--- config.mk ---
export PLATFORM = sky130hd
export DESIGN_NAME = iicmb_cmd_tracker
export DESIGN_NICKNAME = d
export VERILOG_FILES = /design/src/rtl/iicmb_cmd_tracker.sv
export SDC_FILE = /design/constraint.sdc
export NUM_CORES = 1
export LEC_CHECK = 0
export CORE_ASPECT_RATIO = 2
export CORE_UTILIZATION = 48
export DETAILED_ROUTE_END_ITERATION = 7
export PLACE_DENSITY = 0.84
export RECOVER_POWER = 25
export SETUP_SLACK_MARGIN = 0.2
export SLEW_MARGIN = 20
export SYNTH_ARGS = -nofsm -noshare
export SYNTH_HDL_FRONTEND = slang
export SYNTH_SLANG_ARGS = --single-unit
--- constraint.sdc ---
create_clock -name clk_i -period 3.19 [get_ports clk_i]
set_input_delay 0.638 -clock clk_i [delete_from_list [all_inputs] [get_ports clk_i]]
set_output_delay 0.638 -clock clk_i [all_outputs]
set_load 0.02 [all_outputs]
--- src/rtl/iicmb_cmd_tracker.sv ---
// Passive Wishbone command tracker for IICMB: snoops CSR/CMDR traffic and irq_i to report command lifecycle events.
// Optional timeout timer is built only when IICMB_CMD_TIMEOUT_EN is defined.
module iicmb_cmd_tracker #(
    parameter int WB_ADDR_WIDTH  = 2,
    parameter int WB_DATA_WIDTH  = 8,
    parameter int TIMEOUT_CYCLES = 4096
) (
    input  logic                     clk_i,
    input  logic                     rst_i,
    input  logic                     irq_i,
    input  logic                     cyc_o,
    input  logic                     stb_o,
    input  logic                     we_o,
    input  logic                     ack_i,
    input  logic [WB_ADDR_WIDTH-1:0] adr_o,
    input  logic [WB_DATA_WIDTH-1:0] dat_o,
    input  logic [WB_DATA_WIDTH-1:0] dat_i,
    output logic [7:0]               csr_shadow,
    output logic                     cmd_active,
    output logic [2:0]               cmd_code,
    output logic                     cmd_done,
    output logic [3:0]               cmd_status,
    output logic [15:0]              cmd_count,
    output logic                     proto_err,
    output logic                     timeout_err
);

    typedef enum logic [1:0] {
        ST_DISABLED,
        ST_IDLE,
        ST_BUSY,
        ST_IRQ_SEEN
    } state_e;

    localparam logic [WB_ADDR_WIDTH-1:0] ADR_CSR  = WB_ADDR_WIDTH'(0);
    localparam logic [WB_ADDR_WIDTH-1:0] ADR_CMDR = WB_ADDR_WIDTH'(2);

    state_e      state_q, state_d;
    logic        irq_q;
    logic [7:0]  csr_shadow_q, csr_shadow_d;
    logic [2:0]  cmd_code_q, cmd_code_d;
    logic [3:0]  cmd_status_q, cmd_status_d;
    logic [15:0] cmd_count_q, cmd_count_d;
    logic        cmd_active_q, cmd_active_d;
    logic        cmd_done_q, cmd_done_d;
    logic        proto_err_q, proto_err_d;

    logic        wb_hs, csr_wr, cmdr_wr, cmdr_rd, wb_action;
    logic        irq_edge, rd_status_set;
    logic        start_cmd, complete_cmd, proto_evt, timeout_evt, timer_expired;
    logic        unused_bits;

    assign wb_hs         = cyc_o & stb_o & ack_i;
    assign csr_wr        = wb_hs & we_o & (adr_o == ADR_CSR);
    assign cmdr_wr       = wb_hs & we_o & (adr_o == ADR_CMDR);
    assign cmdr_rd       = wb_hs & ~we_o & (adr_o == ADR_CMDR);
    assign wb_action     = csr_wr | cmdr_wr | cmdr_rd;
    assign irq_edge      = irq_i & ~irq_q;
    assign rd_status_set = |dat_i[7:4];
    assign unused_bits   = ^{dat_i, dat_o, TIMEOUT_CYCLES[0]};

    always_ff @(posedge clk_i) begin
        if (rst_i) begin
            state_q      <= ST_DISABLED;
            irq_q        <= 1'b0;
            csr_shadow_q <= '0;
            cmd_code_q   <= '0;
            cmd_status_q <= '0;
            cmd_count_q  <= '0;
            cmd_active_q <= 1'b0;
            cmd_done_q   <= 1'b0;
            proto_err_q  <= 1'b0;
        end else begin
            state_q      <= state_d;
            irq_q        <= irq_i;
            csr_shadow_q <= csr_shadow_d;
            cmd_code_q   <= cmd_code_d;
            cmd_status_q <= cmd_status_d;
            cmd_count_q  <= cmd_count_d;
            cmd_active_q <= cmd_active_d;
            cmd_done_q   <= cmd_done_d;
            proto_err_q  <= proto_err_d;
        end
    end

    // Disable beats any handshake; a CSR/CMDR handshake masks an irq edge in the same cycle.
    always_comb begin
        state_d      = state_q;
        start_cmd    = 1'b0;
        complete_cmd = 1'b0;
        timeout_evt  = 1'b0;
        proto_evt    = cmdr_rd & dat_i[3];
        if (csr_wr && !dat_o[7]) begin
            state_d = ST_DISABLED;
        end else begin
            case (state_q)
                ST_DISABLED: begin
                    if (csr_wr) begin
                        state_d = ST_IDLE;
                    end else if (cmdr_wr) begin
                        proto_evt = 1'b1;
                    end
                end
                ST_IDLE: begin
                    if (cmdr_wr) begin
                        if (dat_o[2:0] != 3'b111) begin
                            state_d   = ST_BUSY;
                            start_cmd = 1'b1;
                        end else begin
                            proto_evt = 1'b1;
                        end
                    end
                end
                ST_BUSY: begin
                    if (cmdr_rd && rd_status_set) begin
                        state_d      = ST_IDLE;
                        complete_cmd = 1'b1;
                    end else begin
                        if (cmdr_wr) begin
                            proto_evt = 1'b1;
                        end
                        if (timer_expired) begin
                            state_d     = ST_IDLE;
                            timeout_evt = 1'b1;
                        end else if (irq_edge && !wb_action) begin
                            if (csr_shadow_q[6]) begin
                                state_d = ST_IRQ_SEEN;
                            end else begin
                                proto_evt = 1'b1;
                            end
                        end
                    end
                end
                ST_IRQ_SEEN: begin
                    if (cmdr_wr) begin
                        proto_evt = 1'b1;
                    end else if (cmdr_rd) begin
                        if (rd_status_set) begin
                            state_d      = ST_IDLE;
                            complete_cmd = 1'b1;
                        end else begin
                            proto_evt = 1'b1;
                        end
                    end
                end
                default: state_d = ST_DISABLED;
            endcase
        end
    end

    always_comb begin
        csr_shadow_d = csr_wr ? dat_o[7:0] : csr_shadow_q;
        cmd_code_d   = start_cmd ? dat_o[2:0] : cmd_code_q;
        cmd_status_d = complete_cmd ? dat_i[7:4] : cmd_status_q;
        cmd_count_d  = cmd_count_q;
        if (complete_cmd && (cmd_count_q != 16'hFFFF)) begin
            cmd_count_d = cmd_count_q + 16'd1;
        end
        cmd_active_d = (state_d == ST_BUSY) || (state_d == ST_IRQ_SEEN);
        cmd_done_d   = complete_cmd;
        proto_err_d  = proto_evt;
    end

`ifdef IICMB_CMD_TIMEOUT_EN
    localparam int TIMER_W = $clog2(TIMEOUT_CYCLES) + 1;
    localparam logic [TIMER_W-1:0] TIMER_LAST = TIMER_W'(TIMEOUT_CYCLES - 1);

    logic [TIMER_W-1:0] timer_q, timer_d;
    logic               timeout_err_q, timeout_err_d;

    assign timer_expired = (timer_q == TIMER_LAST);

    // Timer only advances while a command stays BUSY; it is frozen once the irq is seen.
    always_comb begin
        timer_d       = timer_q;
        timeout_err_d = timeout_err_q | timeout_evt;
        if (start_cmd || (state_d == ST_DISABLED)) begin
            timer_d = '0;
        end else if ((state_q == ST_BUSY) && (state_d == ST_BUSY) && !timer_expired) begin
            timer_d = timer_q + 1'b1;
        end
    end

    always_ff @(posedge clk_i) begin
        if (rst_i) begin
            timer_q       <= '0;
            timeout_err_q <= 1'b0;
        end else begin
            timer_q       <= timer_d;
            timeout_err_q <= timeout_err_d;
        end
    end

    assign timeout_err = timeout_err_q;
`else
    logic unused_timeout;

    assign timer_expired  = 1'b0;
    assign unused_timeout = timeout_evt;
    assign timeout_err    = 1'b0;
`endif

    assign csr_shadow = csr_shadow_q;
    assign cmd_active = cmd_active_q;
    assign cmd_code   = cmd_code_q;
    assign cmd_done   = cmd_done_q;
    assign cmd_status = cmd_status_q;
    assign cmd_count  = cmd_count_q;
    assign proto_err  = proto_err_q;

endmodule

==> metrics.cfg, run 1 <==
[outcome]
status = finished, final reports clean

[logic_synthesis]
synth_seq_cells = 37
synth.area.mux_share_pct = 6.50
synth_warnings = 0
syn-instance-count = 205
yosysSeqAreaShare_pct = 41.8
syn_avg_cell_area_um2 = 8.64
synth_edf_count = 0
synthXorXnorAreaFrac_pct = 0
synth_fp_nets = 231
synth_area_um2 = 1770
yosys.area_share.simple_pct = 27.6
synth_top_family_by_area = simple AND/OR/NAND/NOR gates
synth_cell_types = 44
synth_fa_ha_area_share_pct = 0.707
synthArstFlopShare_pct = 0
synth_ff_type = dfxtp_1
synth_compound_area_share_pct = 17.7

[critical_path]
end_kind = register
arrival_ps = 2630
crit_path_max_fanout = 16
path_buf_inv = 2
crit_path_start_kind = input pin
critPathMaxStageDelay_ps = 510
critPathTopFamily = simple AND/OR/NAND/NOR gates
cp_slowest_cell = or4_1
crit_chain = clkdlybuf4s50_1 > and4b_1 > nand4b_4 > buf_4 > or4_1 > a21oi_1
critPathKind = in2reg
critPathRequiredTime_ps = 3420

[global_routing]
grt_pass1_wl_um = 7290
track_usage_pct = 24.8
grt_max_degree = 21
grt_overflow_total = 0
grt_pass1_vias = 1695
antenna_found_initial = 0

[timing]
worst_pin_slew_ps = 745
slew_viol_final = 0
clock_skew_ps = 6.66
tns_ps = 0
max_clock_freq_mhz = 416
period_share_pct = 75.3
finalHoldViolCount = 0
rsz0062_at_grt = no
finalSetupViolCount = 0
slew_headroom_pct = 50.2
final.min_clock_period_ps = 2400

[place]
io_buffers = 55
gp_congestion = 0.863
place_hpwl_um = 3310

[floorplanning]
fp.coreArea_um2 = 3450
initial_core_util_pct = 51.3
chipWidth_um = 44.9
num_rows = 30
die_area_um2 = 3950
fp.dieH_um = 87.9
io_pins = 60

[run]
drv_cap = 0

[route]
drt-total-wl_um = 4400
drt-pass1-iter-count = 4
wl_met2_um = 2580
routed_via_density = 5.67
top_layer_used = met4
wl_met1_um = 1530
post_drt_wl_per_cell_um = 14.3
drc = 0
vias = 1747
drt_iter0_drc = 29
dr_wl_met3_um = 149
ant_nets = 0

[clock_network]
post_cts_buffers = 0
clkTransAtPathRegs_ps = 70
clock-sinks = 37
cts_root_buf = clkbuf_8
cts_tree = built
cts_buffers = 5
cts_hold_buffers = 0
clkLatencyLatePin_ps = 290
h-tree-depth = 2
cts_max_path_buffers = 2
cts_resized = 0

[layout]
drive_above_1_share_pct = 8.08
diodes = 0
num-fill-cells = 300
multi_input_comb_area_um2 = 932
seq_area_um2 = 741
area_growth_pct = 38.1
nets = 286

[power]
vdd_ir_drop_max_mv = 0.327
leakage_uw = 0.000863
power_uw = 849
power_density_nw_per_um2 = 347

[worst_hold_path]
hold_path_class = reg2reg

## placed cells by master, fill, tap and decap left out, types with 7 or more instances in the layout
| master | instances |
|---|---|
| a21oi_1 | 21 |
| inv_1 | 8 |
| mux2i_1 | 7 |
| dfxtp_1 | 37 |
| clkdlybuf4s50_1 | 38 |
| nand3_1 | 9 |
| nor2b_1 | 7 |
| dlygate4sd3_1 | 17 |
| nand2_1 | 17 |
| nor2_1 | 17 |
## final cells by class
class / instances / share of cell area [%]
Sequential cell: 37 / 30.3
Multi-Input combinational cell: 147 / 38.1
Clock buffer: 7 / 3.53
Inverter: 8 / 1.23
Tap cell: 48 / 2.46
Timing Repair Buffer: 61 / 24.4
## flip-flops by register name (all words and copies together), names as in the netlist
| signal | count |
|---|---|
| cmd_count | 16 |
| csr_shadow | 8 |
| cmd_status | 4 |
| cmd_code | 3 |
| state_q | 2 |
| cmd_active | 1 |
| cmd_done | 1 |
| irq_q | 1 |
| proto_err | 1 |
## kinds of logic after synthesis
family                   after synthesis
buffers and inverters                 21
other                                  1
adder cells (fa/ha/maj)                1
AND/OR/NAND/NOR                       85
AO/OA/AOI/OAI                         49
multiplexers                          11
flip-flops                            37
## synth_stat cells, drive strengths merged (2+ instances only)
| cell type | count | area, um2 |
|---|---|---|
| o21ai | 5 | 25.0 |
| nor3 | 5 | 25.0 |
| buf | 7 | 45.0 |
| a211oi | 3 | 22.5 |
| o31ai | 6 | 45.0 |
| a311oi | 2 | 17.5 |
| and4 | 3 | 26.3 |
| nand3 | 10 | 55.1 |
| mux2i | 7 | 70.1 |
| and4b | 2 | 20.0 |
| inv | 8 | 30.0 |
| or3 | 2 | 12.5 |
| clkbuf | 6 | 22.5 |
| nor4 | 6 | 50.0 |
| nand2 | 17 | 63.8 |
| a21oi | 21 | 105 |
| nor3b | 2 | 15.0 |
| a31oi | 2 | 12.5 |
| nor2b | 7 | 43.8 |
| mux2 | 4 | 45.0 |
| or4 | 6 | 45.0 |
| dfxtp | 37 | 741 |
| nand4 | 5 | 31.3 |
| nor2 | 17 | 63.8 |
## where the power goes
part	internal, uW	total (uW)	switching [uW]
logic	32.3	57.4	25.1
registers	464	465	1.00
clock network	171	327	156
## layer usage
layer,vias up,track usage [%]
met5,-,0
met4,0,14.9
met3,14,4.33
met2,53,46.4
met1,819,23.5
li1,861,-
## stage by stage
step                utilization [%]  instance area [um2]  cells  hold slack [ps]  setup slack, ps
detailed placement             68.3                 2360    301              450              486
floorplan                         -                 1770    205              487             1200
global placement               68.3                 2360    301              442              502
CTS                            70.8                 2440    308              460              771
finish                         70.8                 2440    308              456              788
global route                   70.8                 2440    308              481              628
## worst min-delay path, stage by stage, from the launching register on
cell and delay (ps):
dfxtp_1 310, nand2_1 50, a21oi_1 50
## final timing paths
path / start / endpoint / slack [ps] / depth (start not counted)
hold / removal: cmd_status[3] / cmd_status[3] / 460 / 2
hold reg to reg: cmd_status[3] / cmd_status[3] / 460 / 2
setup / recovery: adr_o[0] / cmd_count[3] / 790 / 6
setup reg to reg: cmd_count[0] / cmd_count[8] / 1150 / 5
No activity file was read; power rests on OpenSTA's default activity.
==> inputs of run 2 (changes only) <==
--- a/config.mk
+++ b/config.mk
@@ -6,9 +6,9 @@
 export NUM_CORES = 1
 export LEC_CHECK = 0
 export CORE_ASPECT_RATIO = 2
-export CORE_UTILIZATION = 48
+export CORE_UTILIZATION = 45
 export DETAILED_ROUTE_END_ITERATION = 7
-export PLACE_DENSITY = 0.84
+export PLACE_DENSITY = 0.79
 export RECOVER_POWER = 25
 export SETUP_SLACK_MARGIN = 0.2
 export SLEW_MARGIN = 20
==> constraint.sdc (replaced) <==
create_clock -name clk_i -period 2.3 [get_ports clk_i]
set_input_delay 0.46 -clock clk_i [delete_from_list [all_inputs] [get_ports clk_i]]
set_output_delay 0.46 -clock clk_i [all_outputs]
set_load 0.02 [all_outputs]
==> metrics.cfg, run 2 (same netlist as run 1, synthesis figures left out) <==
[layout]
nets = 306  ; +7.0%
fin_area_um2 = 2640  ; +8.1%
multi_input_comb_area_um2 = 968  ; +3.9%
mostFrequentLayoutCells = 38 x clkdlybuf4s50_1, 37 x dfxtp_1, 23 x buf_4
seq_area_um2 = 741  ; unchanged
area_growth_pct = 49.3
post-route-util_pct = 71.7  ; +0.95 points
largest_register_ffs = 16  ; unchanged
layout_commonest_cell = clkdlybuf4s50_1
num-fill-cells = 303  ; +1.0%
drive_above_1_share_pct = 16.8  ; +8.7 points
diodes = 0  ; unchanged

[timing]
clock_skew_ps = 4.71  ; -1.95 ps
tns_ps = 0  ; unchanged
finalHoldViolCount = 0  ; unchanged
worst_pin_slew_ps = 520  ; -225 ps
rsz0062_at_grt = yes
max_clock_freq_mhz = 479
finalSetupViolCount = 0  ; unchanged
period_share_pct = 90.7
setup_slack_ps = 213  ; -575 ps
final.min_clock_period_ps = 2090
slew_viol_final = 0  ; unchanged
slew_headroom_pct = 65.2  ; +15 points

[run]
drv_cap = 0  ; unchanged

[place]
place_ws_ps = -108  ; -594 ps
post_dp_cell_area_um2 = 2460  ; +4.2%
place_hpwl_um = 3420  ; +3.4%
io_buffers = 55  ; unchanged
gp_congestion = 0.907  ; +5.1%

[floorplanning]
io_pins = 60  ; unchanged
num_rows = 31  ; +3.3%
die_area_um2 = 4200  ; +6.4%
initial_core_util_pct = 48.0  ; -3.2 points
fp.dieH_um = 90.7  ; +3.2%
chipWidth_um = 46.4  ; +3.1%
fp.coreArea_um2 = 3680  ; +6.7%

[critical_path]
crit_path_start_kind = input pin
crit_path_max_fanout = 4  ; -12
critPathKind = in2reg
arrival_ps = 2270  ; -360 ps
critPathRequiredTime_ps = 2480  ; -940 ps
end_kind = register

[clock_network]
clkLatencyLatePin_ps = 290  ; about the same
h-tree-depth = 2  ; unchanged
clock-sinks = 37  ; unchanged
cts_tree = built
cts_buffers = 5  ; unchanged
cts_max_path_buffers = 2  ; unchanged
clkTransAtPathRegs_ps = 70  ; about the same
cts_root_buf = clkbuf_8
cts_hold_buffers = 0  ; unchanged

[route]
drt-pass1-iter-count = 4  ; unchanged
drt-total-wl_um = 4680  ; +6.3%
drt_iter0_drc = 22  ; -24%
ant_nets = 0  ; unchanged
routed_via_density = 5.70  ; +0.53%
drc = 0  ; unchanged
vias = 1876  ; +7.4%
post_drt_wl_per_cell_um = 14.2  ; -0.47%

[power]
power_uw = 1280  ; +50%
vdd_ir_drop_max_mv = 0.461  ; +41%
leakage_uw = 0.000975  ; +13%
power_density_nw_per_um2 = 483  ; +39%

[global_routing]
antenna_found_initial = 0  ; unchanged
grt_pass1_wl_um = 7310  ; +0.38%
track_usage_pct = 23.2  ; -1.6 points
grt_max_degree = 16  ; -24%
grt_pass1_vias = 1723  ; +1.7%
grt_overflow_total = 0  ; unchanged

[outcome]
status = finished, final reports clean

[worst_hold_path]
hold_path_class = reg2reg

==> run 2: timing repair <==
item                       in CTS  in global routing
setup buffers                   0                  5
cloned                          0                  2
resized for setup               1                  6
setup endpoints to repair       1                  7
==> run 2: critical path, cell delays in order <==
cell and delay (ps):
clkdlybuf4s50_1 410, and4b_2 340, buf_4 130, nand4b_2 160, nor4_1 380, mux2_2 380
==> run 2: layout make-up <==
class	instances	share of cell area, %
inverters	8	1.14
multi-input cells	148	36.6
clock buffers	5	2.60
clock inverters	2	1.33
well taps	49	2.32
repair buffers	80	28.0
flip-flops and latches	37	28.0
==> run 2: path summary, 6_finish.rpt <==
| path | from | end | slack, ps | cells past startpoint |
|---|---|---|---|---|
| worst max register to register | cmd_count[0] | cmd_count[8] | 280 | 5 |
| worst max-delay path | adr_o[0] | cmd_count[8] | 210 | 6 |
| worst min-delay path | cmd_status[3] | cmd_status[3] | 460 | 2 |
| worst min register to register | cmd_status[3] | cmd_status[3] | 460 | 2 |
==> run 2: metrics by stage <==
step	hold slack [ps]	instances
finish	456	329
global route	482	329
CTS	460	322
detailed placement	449	315
global placement	442	315
floorplan	487	205
==> run 2: report_power, final <==
part | total [uW] | internal (uW) | switching [uW]
combinational | 91.2 | 52.9 | 38.3
clock | 541 | 315 | 226
sequential | 644 | 643 | 1.37
==> run 2: routing by layer <==
layer  track usage, %  wire length [um]  vias to the layer above
met1             22.1              1610                      883
met2             41.6              2690                       72
li1                 -                 -                      903
met5                0                 0                        -
met3             3.60               173                       18
met4             14.2               206                        0
==> inputs of run 3 (changes only) <==
--- a/config.mk
+++ b/config.mk
@@ -5,8 +5,9 @@
 export SDC_FILE = /design/constraint.sdc
 export NUM_CORES = 1
 export LEC_CHECK = 0
+export ABC_AREA = 1
 export CORE_ASPECT_RATIO = 2
-export CORE_UTILIZATION = 45
+export CORE_UTILIZATION = 46
 export DETAILED_ROUTE_END_ITERATION = 7
 export PLACE_DENSITY = 0.79
 export RECOVER_POWER = 25
==> metrics.cfg, run 3 <==
[clock_network]
clkTransAtPathRegs_ps = 70  ; about the same
cts_buffers = 5  ; unchanged
cts_resized = 0  ; -1
cts_root_buf = clkbuf_8
cts_tree = built
post_cts_buffers = 0  ; unchanged
cts_hold_buffers = 0  ; unchanged
cts_max_path_buffers = 2  ; unchanged
clock-sinks = 37  ; unchanged
h-tree-depth = 2  ; unchanged
clkLatencyLatePin_ps = 280  ; about the same

[global_routing]
grt_max_degree = 21  ; +5
busiest_layer = met2
use_met2_pct = 45.3  ; +3.7 points
track_usage_pct = 24.0  ; +0.83 points
grt_pass1_vias = 1938  ; +12%
grt_overflow_total = 0  ; unchanged
antenna_found_initial = 0  ; unchanged
use_met3_pct = 3.67  ; +0.068 points
use_met1_pct = 21.9  ; -0.18 points
grt_pass1_wl_um = 7880  ; +7.7%

[run]
drv_cap = 0  ; unchanged

[power]
leakage_uw = 0.000929  ; -4.6%
vdd_ir_drop_max_mv = 0.493  ; +7.1%
power_density_nw_per_um2 = 456  ; -5.5%
power_uw = 1180  ; -7.6%

[logic_synthesis]
synth_seq_cells = 37  ; unchanged
synth_most_common_cell = nand2_1
synth_area_um2 = 1930  ; +8.9%
synth_cell_types = 28  ; -36%
synth_top_area_share_pct = 38.4  ; -3.4 points
synth_largest_area_cell = dfxtp_1
synthArstFlopShare_pct = 0  ; unchanged
synth_warnings = 0  ; unchanged
yosysSeqAreaShare_pct = 38.4  ; -3.4 points
synth_fp_nets = 300  ; +30%
synthTopCellsByArea = dfxtp_1 38%, nand2_1 12%, nor2_1 9.9%
syn-instance-count = 274  ; +34%
synth_ff_type = dfxtp_1
synth_edf_count = 0  ; unchanged
syn_avg_cell_area_um2 = 7.04  ; -19%
yosys-top-cells-count = 60 x nand2_1, 51 x nor2_1, 37 x dfxtp_1, 18 x inv_1, 17 x nand3_1

[timing]
tns_ps = 0  ; unchanged
slew_viol_final = 0  ; unchanged
finalSetupViolCount = 0  ; unchanged
final.min_clock_period_ps = 1940  ; -147 ps
worst_pin_slew_ps = 1270  ; +746 ps
period_share_pct = 84.3  ; -6.4 points
fin_hold_ws_ps = 465  ; +8.86 ps
rsz0062_at_grt = no
clock_skew_ps = 6.28  ; +1.57 ps
finalHoldViolCount = 0  ; unchanged
max_clock_freq_mhz = 516  ; +7.6%
slew_headroom_pct = 15.6  ; -50 points

[layout]
nets = 357  ; +17%
fin_area_um2 = 2580  ; -2.2%
largest_register_ffs = 16  ; unchanged
mostFrequentLayoutCells = 60 x nand2_1, 51 x nor2_1, 50 x clkdlybuf4s50_1
diodes = 0  ; unchanged
layout_commonest_cell = nand2_1
area_growth_pct = 34.1
post-route-util_pct = 63.9  ; -7.9 points
drive_above_1_share_pct = 12.4  ; -4.4 points

[route]
routed_via_density = 5.10  ; -11%
drt_iter0_drc = 34  ; +55%
post_drt_wl_per_cell_um = 12.8  ; -10%
vias = 1954  ; +4.2%
ant_nets = 0  ; unchanged
drt-pass1-iter-count = 4  ; unchanged
drc = 0  ; unchanged
drt-total-wl_um = 4890  ; +4.5%

[floorplanning]
fp.coreArea_um2 = 4050  ; +9.8%
num_rows = 33  ; +6.5%
chipWidth_um = 47.8  ; +3.1%
initial_core_util_pct = 47.6  ; -0.40 points
io_pins = 60  ; unchanged
fp.dieH_um = 93.6  ; +3.1%
die_area_um2 = 4470  ; +6.3%

[place]
place_hpwl_um = 3700  ; +8.0%
post_dp_cell_area_um2 = 2520  ; +2.7%
gp_congestion = 0.926  ; +2.1%
io_buffers = 55  ; unchanged

[critical_path]
arrival_ps = 2130  ; -140 ps
critPathKind = in2reg
end_kind = register
critPathRequiredTime_ps = 2490  ; about the same
crit_path_start_kind = input pin
crit_path_max_fanout = 16  ; +12

[outcome]
status = finished, final reports clean

[worst_hold_path]
hold_path_class = reg2reg

## run 3: final timing paths
kind,start,end,slack (ps),cells after the start
setup / recovery,adr_o[1],cmd_count[12],360,9
hold / removal,cmd_code[0],cmd_code[0],460,2
setup reg to reg,cmd_count[0],cmd_count[1],560,9
hold reg to reg,cmd_code[0],cmd_code[0],460,2
## run 3: kinds of logic after synthesis
group                    count (synthesis)  synth area share, %
XOR/XNOR                                 8                 3.63
other                                    1                0.194
AO/OA/AOI/OAI                           40                 13.2
flip-flops                              37                 38.4
adder cells (fa/ha/maj)                  1                0.649
AND/OR/NAND/NOR                        160                 37.4
buffers and inverters                   27                 6.49
## run 3: per-stage QoR
stage / setup WS (ps) / instances
4_1_cts: 424 / 383
3_5_place_dp: 207 / 376
3_3_place_gp: 235 / 376
5_1_grt: 191 / 383
2_1_floorplan: 633 / 274
6_report: 360 / 383
## run 3: area by class of cell
class | count | area [um2]
Tap cell | 52 | 65.1
Multi-Input combinational cell | 210 | 1040
Sequential cell | 37 | 741
Fill cell | 399 | 1460
Inverter | 19 | 71.3
Timing Repair Buffer | 58 | 578
Clock buffer | 7 | 86.3
## run 3: per-layer routing
layer,routed length (um),up-vias
li1,-,989
met1,1730,883
met2,2790,67
met3,193,15
met4,170,0
met5,0,-
## run 3: power by group
part	total (uW)	leakage, uW	internal [uW]	switching (uW)
combinational	82.2	0.000587	42.1	40.0
sequential	645	0.000298	643	1.45
clock	452	0.0000443	238	214
total	1180	0.000929	923	256
## run 3: critical path, stage by stage
cell and delay [ps]:
dlygate4sd3_1 570, nand3_1 130, nor2_4 140, o211ai_1 270
nor2_4 190, buf_12 170, nand2_1 60, nor2_1 80
nor2_1 40
